$ cat src/rtl/multicycle_control.sv
// Multi-cycle RV32I control unit for a shared-memory datapath (PC, IR, A/B, ALUOut, Data).
// A Moore FSM sequences fetch / decode / execute / writeback, stalls memory states on
// mem_ready, decodes ALU operations combinationally, supports BEQ/BNE and JAL, and traps
// on unsupported opcodes until reset.
//
// Ports:
//   clk, rst            clock and synchronous active-high reset
//   instr[31:0]         instruction register contents
//   zero                ALU zero flag
//   mem_ready           memory completes the current request this cycle
//   mem_req, mem_write  memory request and store strobe
//   adr_src             memory address select (0 PC, 1 ALUOut)
//   ir_write, pc_write  IR/OldPC load, PC load
//   reg_write           register file write enable
//   result_src[1:0]     result bus select (00 ALUOut, 01 Data, 10 ALU result)
//   alu_src_a[1:0]      ALU A select (00 PC, 01 OldPC, 10 rs1)
//   alu_src_b[1:0]      ALU B select (00 rs2, 01 imm, 10 const 4)
//   imm_src[2:0]        immediate format (000 I, 001 S, 010 B, 011 J)
//   alu_ctrl            ALU operation (000 add, 001 sub, 010 and, 011 or, 101 slt)
//   illegal             high while trapped
//   state_o[3:0]        current state encoding
module multicycle_control #(
    parameter int unsigned ALUCTRL_W   = 3,
    parameter int unsigned MEM_WAIT_EN = 1,
    parameter int unsigned SUPPORT_BNE = 1
) (
    input  logic                 clk,
    input  logic                 rst,
    input  logic [31:0]          instr,
    input  logic                 zero,
    input  logic                 mem_ready,
    output logic                 mem_req,
    output logic                 mem_write,
    output logic                 adr_src,
    output logic                 ir_write,
    output logic                 pc_write,
    output logic                 reg_write,
    output logic [1:0]           result_src,
    output logic [1:0]           alu_src_a,
    output logic [1:0]           alu_src_b,
    output logic [2:0]           imm_src,
    output logic [ALUCTRL_W-1:0] alu_ctrl,
    output logic                 illegal,
    output logic [3:0]           state_o
);

    typedef enum logic [3:0] {
        StFetch    = 4'd0,
        StDecode   = 4'd1,
        StMemAdr   = 4'd2,
        StMemRead  = 4'd3,
        StMemWb    = 4'd4,
        StMemWrite = 4'd5,
        StExecR    = 4'd6,
        StExecI    = 4'd7,
        StAluWb    = 4'd8,
        StJal      = 4'd9,
        StBranch   = 4'd10,
        StTrap     = 4'd11
    } state_e;

    localparam logic [6:0] OpLoad   = 7'b0000011;
    localparam logic [6:0] OpStore  = 7'b0100011;
    localparam logic [6:0] OpRType  = 7'b0110011;
    localparam logic [6:0] OpIType  = 7'b0010011;
    localparam logic [6:0] OpJal    = 7'b1101111;
    localparam logic [6:0] OpBranch = 7'b1100011;

    localparam logic [2:0] AluAdd = 3'b000;
    localparam logic [2:0] AluSub = 3'b001;
    localparam logic [2:0] AluAnd = 3'b010;
    localparam logic [2:0] AluOr  = 3'b011;
    localparam logic [2:0] AluSlt = 3'b101;

    state_e     state_q, state_d;
    logic       ready;
    logic [6:0] opcode;
    logic [2:0] funct3;
    logic [2:0] funct_code;
    logic [2:0] alu_code;
    logic       branch_ok;
    logic       unused_instr;

    assign opcode       = instr[6:0];
    assign funct3       = instr[14:12];
    assign unused_instr = ^{instr[31], instr[29:15], instr[11:7]};

    // With waiting disabled every memory access completes in one cycle.
    assign ready = (MEM_WAIT_EN != 0) ? mem_ready : 1'b1;

    assign branch_ok = (funct3 == 3'b000) || ((funct3 == 3'b001) && (SUPPORT_BNE != 0));

    always_ff @(posedge clk) begin
        if (rst) begin
            state_q <= StFetch;
        end else begin
            state_q <= state_d;
        end
    end

    // Shared by EXECR and EXECI; instr[5] separates R-type sub from addi with imm[10] set.
    always_comb begin
        funct_code = AluAdd;
        case (funct3)
            3'b000:  funct_code = (instr[30] & instr[5]) ? AluSub : AluAdd;
            3'b010:  funct_code = AluSlt;
            3'b110:  funct_code = AluOr;
            3'b111:  funct_code = AluAnd;
            default: funct_code = AluAdd;
        endcase
    end

    always_comb begin
        state_d    = state_q;
        mem_req    = 1'b0;
        mem_write  = 1'b0;
        adr_src    = 1'b0;
        ir_write   = 1'b0;
        pc_write   = 1'b0;
        reg_write  = 1'b0;
        result_src = 2'b00;
        alu_src_a  = 2'b00;
        alu_src_b  = 2'b00;
        alu_code   = AluAdd;
        illegal    = 1'b0;
        state_o    = state_q;

        case (opcode)
            OpStore:  imm_src = 3'b001;
            OpBranch: imm_src = 3'b010;
            OpJal:    imm_src = 3'b011;
            default:  imm_src = 3'b000;
        endcase

        case (state_q)
            StFetch: begin
                mem_req    = 1'b1;
                alu_src_b  = 2'b10;
                result_src = 2'b10;
                ir_write   = ready;
                pc_write   = ready;
                if (ready) state_d = StDecode;
            end
            StDecode: begin
                // Precompute the branch target into ALUOut.
                alu_src_a = 2'b01;
                alu_src_b = 2'b01;
                case (opcode)
                    OpLoad, OpStore: state_d = StMemAdr;
                    OpRType:         state_d = StExecR;
                    OpIType:         state_d = StExecI;
                    OpJal:           state_d = StJal;
                    OpBranch:        state_d = branch_ok ? StBranch : StTrap;
                    default:         state_d = StTrap;
                endcase
            end
            StMemAdr: begin
                alu_src_a = 2'b10;
                alu_src_b = 2'b01;
                state_d   = (opcode == OpStore) ? StMemWrite : StMemRead;
            end
            StMemRead: begin
                mem_req = 1'b1;
                adr_src = 1'b1;
                if (ready) state_d = StMemWb;
            end
            StMemWb: begin
                result_src = 2'b01;
                reg_write  = 1'b1;
                state_d    = StFetch;
            end
            StMemWrite: begin
                mem_req   = 1'b1;
                mem_write = 1'b1;
                adr_src   = 1'b1;
                if (ready) state_d = StFetch;
            end
            StExecR: begin
                alu_src_a = 2'b10;
                alu_src_b = 2'b00;
                alu_code  = funct_code;
                state_d   = StAluWb;
            end
            StExecI: begin
                alu_src_a = 2'b10;
                alu_src_b = 2'b01;
                alu_code  = funct_code;
                state_d   = StAluWb;
            end
            StAluWb: begin
                result_src = 2'b00;
                reg_write  = 1'b1;
                state_d    = StFetch;
            end
            StJal: begin
                // PC takes the target from ALUOut while the ALU forms OldPC+4 for rd.
                alu_src_a  = 2'b01;
                alu_src_b  = 2'b10;
                result_src = 2'b00;
                pc_write   = 1'b1;
                state_d    = StAluWb;
            end
            StBranch: begin
                alu_src_a  = 2'b10;
                alu_src_b  = 2'b00;
                alu_code   = AluSub;
                result_src = 2'b00;
                pc_write   = zero ^ funct3[0];
                state_d    = StFetch;
            end
            StTrap: begin
                illegal = 1'b1;
                state_d = StTrap;
            end
            default: begin
                state_d = StTrap;
            end
        endcase

        alu_ctrl      = '0;
        alu_ctrl[2:0] = alu_code;

        // Reset suppresses every strobe in the cycle it is sampled.
        if (rst) begin
            mem_req    = 1'b0;
            mem_write  = 1'b0;
            adr_src    = 1'b0;
            ir_write   = 1'b0;
            pc_write   = 1'b0;
            reg_write  = 1'b0;
            result_src = 2'b00;
            alu_src_a  = 2'b00;
            alu_src_b  = 2'b00;
            imm_src    = 3'b000;
            alu_ctrl   = '0;
            illegal    = 1'b0;
            state_o    = 4'd0;
        end
    end

endmodule

$ cat config.mk
export PLATFORM = sky130hd
export DESIGN_NAME = multicycle_control
export DESIGN_NICKNAME = d
export VERILOG_FILES = /design/src/rtl/multicycle_control.sv
export SDC_FILE = /design/constraint.sdc
export NUM_CORES = 1
export LEC_CHECK = 0
export CAP_MARGIN = 25
export CORE_ASPECT_RATIO = 0.75
export CORE_UTILIZATION = 30
export DETAILED_ROUTE_END_ITERATION = 8
export PLACE_DENSITY = 0.73
export SLEW_MARGIN = 10
export SYNTH_ARGS = -nofsm -noshare
export SYNTH_HDL_FRONTEND = slang
export SYNTH_SLANG_ARGS = --single-unit
$ cat constraint.sdc
create_clock -name clk -period 1.6 [get_ports clk]
set_clock_uncertainty 0.1 [all_clocks]
set_input_delay 0.4 -clock clk [delete_from_list [all_inputs] [get_ports clk]]
set_output_delay 0.4 -clock clk [all_outputs]
set_load 0.05 [all_outputs]
==> results of run 1 <==
-- through the flow --
stage	worst slack (ns)	hold WS (ns)	util (%)	TNS, ns
global placement	-0.874	0.567	83.9	-13.36
detailed placement	-0.921	0.605	83.9	-14.61
floorplan	-0.291	0.541	-	-2.82
-- cells in the mapped netlist, types with 2 or more instances --
library cell	number
a211oi_1	4
a21oi_1	2
and3_1	5
buf_2	2
buf_4	5
buf_6	2
dfxtp_1	4
inv_1	4
nand2_1	5
nand2b_1	4
nand3_1	2
nand3b_1	2
nor2_1	11
nor2b_1	3
nor3_1	8
nor4_1	2
nor4b_1	2
o21ai_0	4
or2_1	2
xnor2_1	2
xor2_1	4
-- kinds of logic after synthesis --
kind of cell,Yosys count
muxes,2
and+or+nand+nor,54
xor gates and xnor gates,6
AOI/OAI and AO/OA,26
buffers and inverters,14
other,1
DFF,4
==> impl_metrics.ini, run 1 <==
[cts]
cts.sinks = 4
cts_buffers = 3
cts_buffer_depth = 2
cts-root-buf = clkbuf_4
cts_setup_buffers = 19
cts_resized = 100
postCtsHoldBufs = 0
cts_max_level = 1

[synth]
synth_top_family_by_area = simple AND/OR/NAND/NOR gates
netlist.area_leader.share_pct = 10.6
synthSimpleGateAreaFrac_pct = 41.0
synth_nets = 143
synthArstFlopShare_pct = 0
synth_edf_count = 0
synthTopCellsByArea = dfxtp_1 (11%), nor2_1 (5.5%), nor3_1 (5.3%)
synthCells = 107
yosysWarnings = 0
muxShareOfSynthArea_pct = 2.81
synthFlopType = dfxtp_1
ys_types = 49
synth.avg_cell_area_um2 = 7.07
synth-seq-area-share_pct = 10.6
synth_area_leader_cell = dfxtp_1
ys_ff_latch = 4
synth_compound_area_share_pct = 26.4
synth_xor_xnor_area_share_pct = 6.94
synth-adder-area-share_pct = 0
synth_area_um2 = 757

[status]
haltStage = 4_1_cts
firstError = [ERROR DPL-0033] detailed placement checks failed during check placement.
status = aborted with a tool error

[floorplan]
std_cell_rows = 15
die_x_um = 60
pin_count = 59
die_h_um = 45.5
initial_core_util_pct = 32.3

[place]
dp.cells = 218
dp_hpwl_um = 2970
place_area_um2 = 1970
place.port_buffers = 36
routabilityCongestion = 0.867
==> run 2, diff against run 1 <==
- CORE_AREA: default -> 2 2 63 65
- CORE_ASPECT_RATIO: 0.75 -> default
- CORE_UTILIZATION: 30 -> default
- DIE_AREA: default -> 0 0 65 67
- PLACE_DENSITY: 0.73 -> default
- PLACE_DENSITY_LB_ADDON: default -> 0.15
- clock period: 1.6 -> 2.1 ns (I/O delays scaled with it)
==> impl_metrics.ini, run 2 <==
[synth]
synth_edf_count = 0
synth-seq-area-share_pct = 10.6
netlist.area_leader.share_pct = 10.6
synth_most_common_cell = nor2_1
synth_xor_xnor_area_share_pct = 6.94
synthArstFlopShare_pct = 0
synth_common_cells = nor2_1 (11), nor3_1 (8), and3_1 (5), buf_4 (5), nand2_1 (5)
yosysWarnings = 0
synth.avg_cell_area_um2 = 7.07
ys_ff_latch = 4
synth_nets = 143
synthTopCellsByArea = dfxtp_1 (11%), nor2_1 (5.5%), nor3_1 (5.3%)
muxShareOfSynthArea_pct = 2.81
synth_area_um2 = 757
synth-adder-area-share_pct = 0
synth_compound_area_share_pct = 26.4
synthFlopType = dfxtp_1
synthCells = 107
synth_area_leader_cell = dfxtp_1
synth_top_family_by_area = simple AND/OR/NAND/NOR gates
ys_types = 49
synthSimpleGateAreaFrac_pct = 41.0

[grt]
grt_max_degree = 20
track_usage_pct = 15.9
antenna_found_initial = 0
grt_pass1_vias = 1149
grt_overflow = 0
grt_pass1_wl_um = 5380

[place]
place_area_um2 = 1660
routabilityCongestion = 0.863
dp_slack_ns = -0.493
dp_hpwl_um = 2320
dp.cells = 216
place.port_buffers = 36

[layout]
final_cell_mix = buf_4 (42), buf_12 (20), nor2_1 (8), buf_6 (8), buf_2 (7)
fin_cells = 234
largest_register_ffs = 4
syn2layout_area_growth_pct = 165
fin_area_um2 = 2010
diodes = 0
fillerInstances = 330
drive_gt1_share_pct = 69.9
seqCellArea_um2 = 95.1
reg_top3 = state_q x4
multiInputGateArea_um2 = 830
regMostFlops = state_q
nets = 224
final_common_cell = buf_4
fin_util_pct = 55.7

[cts]
cts_buffer_depth = 2
cts_buffers = 3
cts_tree = built
cts-root-buf = clkbuf_8
clk_latency_ns = 0.22
cts.sinks = 4
clk_pin_slew_ns = 0.03
cts_max_level = 1

[drt]
wl_um = 3340
dr.pass1.iters = 4
vias = 1146
avgViaCountPerCell = 4.90
drt_iter0_markers = 34
wl_per_cell_um = 14.3
ant_nets = 0
drcViolationCount = 0

[setup_path]
cp_max_fo = 2
crit_start = instr[14]
path_buf_inv = 3
reg2reg_from = state_q[3]
critPathSlowestCell = or4b_4
worstSetupPathType = in2out
end_kind = primary output
cpPeakStageDelay_ns = 0.50
cp_top_family = simple AND/OR/NAND/NOR gates
start_kind = input port
crit_required_ns = 1.47
crit_path_cell_trace = buf_8, inv_6, a31oi_4, or4b_4, a21oi_4, buf_12
cp_data_arrival_time_ns = 1.54

[sta]
rsz0062_at_grt = true
hold_violations = 0
period_needed_ns = 2.17
finalCritPeriodShare_pct = 103
worst_slack_ns = -0.0696
drv_slew = 0
fmax_ghz = 0.461
finalSetupViolations = 1
worst_hold_slack_ns = 0.636

[floorplan]
std_cell_rows = 22
pin_count = 59
die_area_um2 = 4360
die_x_um = 65
initial_core_util_pct = 21.0
core_area_um2 = 3610
die_h_um = 67

[power]
ir_drop_mv = 0.680
seqPwrFrac_pct = 9.8
combPwrFrac_pct = 82.5
p_leak_nw = 0.814
p_per_area_nw_per_um2 = 1040
clkPwrFrac_pct = 7.8
p_sw_share_pct = 46.4
internal_power_mw = 1.11
p_switching_mw = 0.966

[status]
violations = setup timing
status = finished, violations left

[job]
drv_cap = 0

[hold_path]
hp-class = reg2reg
worstHoldStart = state_q[1]
==> run 2: cell counts after synthesis <==
Identical to the previous run, type by type.
==> run 2: worst paths after layout <==
| kind | to | slack [ns] | depth (start not counted) |
|---|---|---|---|
| worst max-delay path | alu_ctrl[0] | -0.07 | 6 |
| worst min-delay path | state_q[2] | 0.64 | 3 |
| worst max register to register | state_q[3] | 0.37 | 7 |
| worst min register to register | state_q[2] | 0.64 | 3 |
==> run 2: final cells by class <==
cell class / instances / share of cell area (%)
Clock buffer: 3 / 2.05
Sequential cell: 4 / 4.73
Inverter: 4 / 0.996
Multi-Input combinational cell: 89 / 41.3
Tap cell: 48 / 2.99
Timing Repair Buffer: 86 / 47.9
==> run 2: power by group through the flow <==
stage / combinational [mW] / clock, mW / sequential [mW]
global route: 1.82 / 0.174 / 0.211
CTS: 1.53 / 0.165 / 0.187
finish: 1.72 / 0.162 / 0.203
floorplan: 0.874 / 0 / 0.121
global placement: 1.40 / 0 / 0.178
detailed placement: 1.41 / 0 / 0.175
==> run 2: worst register-to-register path, stage by stage (launching register included) <==
cell	delay, ns
dfxtp_4	0.36
buf_6	0.13
buf_8	0.12
buf_4	0.16
nor2_2	0.19
o221ai_1	0.13
and3_1	0.16
a221oi_2	0.28
==> run 2: per-layer routing <==
metal  global-route usage (%)  routed length, um  share of wire [%]
met1                     19.0               1370                 41
met2                     28.7               1720                 51
met3                     3.89                216                6.5
met4                     3.19                 34                1.0
met5                        0                  0                  0
==> run 2: metrics by stage <==
step	TNS, ns	power (mW)
finish	-0.0696	2.08
global route	-0.298	2.20
CTS	-0.282	1.88
detailed placement	-6.86	1.58
global placement	-7.17	1.58
floorplan	-1.44	0.995
==> run 2: kinds of logic after synthesis <==
group	count (synthesis)
multiplexers	2
flip-flops	4
other	1
buffers and inverters	14
AO/OA/AOI/OAI	26
AND/OR/NAND/NOR	54
XOR/XNOR	6
==> run 2: what timing repair did <==
| item | 4_1_cts | 5_1_grt |
|---|---|---|
| gates resized for setup | 75 | 32 |
| endpoints found under the setup margin | 23 | 11 |
| setup buffers | 9 | 8 |
| hold buffers | 0 | 0 |
| pin swaps | 19 | 16 |
No activity file was read; power rests on OpenSTA's default activity.
==> run 3, diff against run 2 <==
- GPL_TIMING_DRIVEN: default -> 0
==> impl_metrics.ini, run 3 (synthesized netlist as in run 2, its figures left out) <==
[floorplan]
std_cell_rows = 22
initial_core_util_pct = 21.0
die_x_um = 65
core_area_um2 = 3610
die_area_um2 = 4360
pin_count = 59
die_h_um = 67

[grt]
busiest_layer = met2
grt_pass1_wl_um = 5130
grtUsageMet2_pct = 27.2
antenna_found_initial = 0
grt_pass1_vias = 1084
track_usage_pct = 15.2
gr-usage-met3_pct = 3.21
met1_usage_pct = 18.2
grt_max_degree = 11
grt_overflow = 0

[layout]
fin_area_um2 = 1540
final_cell_mix = buf_4 (27), buf_6 (13), buf_2 (11), buf_8 (7), nor2_1 (7)
largest_register_ffs = 4
nets = 207
drive_gt1_share_pct = 64.5
fin_util_pct = 42.6
final_common_cell = buf_4
syn2layout_area_growth_pct = 103
reg_top3 = state_q x4
diodes = 0
fin_cells = 217
regMostFlops = state_q
fillerInstances = 376

[place]
routabilityCongestion = 0.889
dp_hpwl_um = 2110
dp_slack_ns = -1.19
place.port_buffers = 36
place_area_um2 = 1250
dp.cells = 191

[cts]
postCtsHoldBufs = 0
cts.sinks = 4
clk_latency_ns = 0.22
cts_buffer_depth = 2
cts_tree = built
clk_pin_slew_ns = 0.03
cts_buffers = 3
cts-root-buf = clkbuf_8
cts_max_level = 1

[drt]
wl_per_cell_um = 14.4
avgViaCountPerCell = 4.93
drt_iter0_markers = 31
wl_um = 3130
ant_nets = 0
dr.pass1.iters = 4
vias = 1070
drcViolationCount = 0

[setup_path]
end_kind = primary output
crit_required_ns = 1.47
cpPeakStageDelay_ns = 0.49
crit_path_cell_trace = buf_8, inv_2, a31oi_1, or4b_1, a21oi_2, buf_6
cp_max_fo = 2
critPathSlowestCell = or4b_1
worstSetupPathType = in2out
cp_data_arrival_time_ns = 1.55
start_kind = input port

[sta]
fmax_ghz = 0.460
hold_violations = 0
finalCritPeriodShare_pct = 104
worst_hold_slack_ns = 0.571
drv_slew = 0
rsz0062_at_grt = true
tns_ns = -0.0747
finalSetupViolations = 1
worst_slack_ns = -0.0747
period_needed_ns = 2.17

[status]
status = finished, violations left
violations = setup timing

[power]
finalPower_mw = 1.85
p_per_area_nw_per_um2 = 1200
ir_drop_mv = 0.592
p_leak_nw = 0.653

[job]
drv_cap = 0

[hold_path]
hp-class = reg2reg
## run 3: critical path: cells and delay by family
| family | cells | cell delay, ns |
|---|---|---|
| AO/OA/AOI/OAI | 2 | 0.23 |
| AND/OR/NAND/NOR | 1 | 0.49 |
| buffers and inverters | 3 | 0.30 |
## run 3: worst paths after layout
check | startpoint | cells after the start | slack, ns | to
setup / recovery | instr[14] | 6 | -0.07 | alu_ctrl[0]
setup reg to reg | state_q[0] | 6 | 0.48 | state_q[1]
hold / removal | state_q[3] | 3 | 0.57 | state_q[3]
hold reg to reg | state_q[3] | 3 | 0.57 | state_q[3]
## run 3: final cells by class
cell class | instances | area [um^2] | area share (%)
clock buffers | 3 | 41.3 | 2.69
flip-flops and latches | 4 | 86.3 | 5.61
plain buffers | 10 | 120 | 7.81
multi-input cells | 89 | 736 | 47.8
well taps | 48 | 60.1 | 3.91
inverters | 4 | 18.8 | 1.22
repair buffers | 59 | 475 | 30.9
## run 3: power by group
| group | internal, mW | switching [mW] |
|---|---|---|
| Combinational | 0.703 | 0.849 |
| Clock | 0.122 | 0.0388 |
| Sequential | 0.111 | 0.0226 |
## run 3: what timing repair did
action,4_1_cts,5_1_grt
buffers inserted,23,1
cloned,0,0
gates resized for setup,204,29
endpoints found under the setup margin,22,18
pin swaps,10,11
## run 3: routing by layer
metal / vias up / part of all wire [%]
met5: - / 0
met4: 0 / 0.45
met3: 2 / 5.2
met2: 49 / 50
met1: 503 / 44
li1: 516 / -
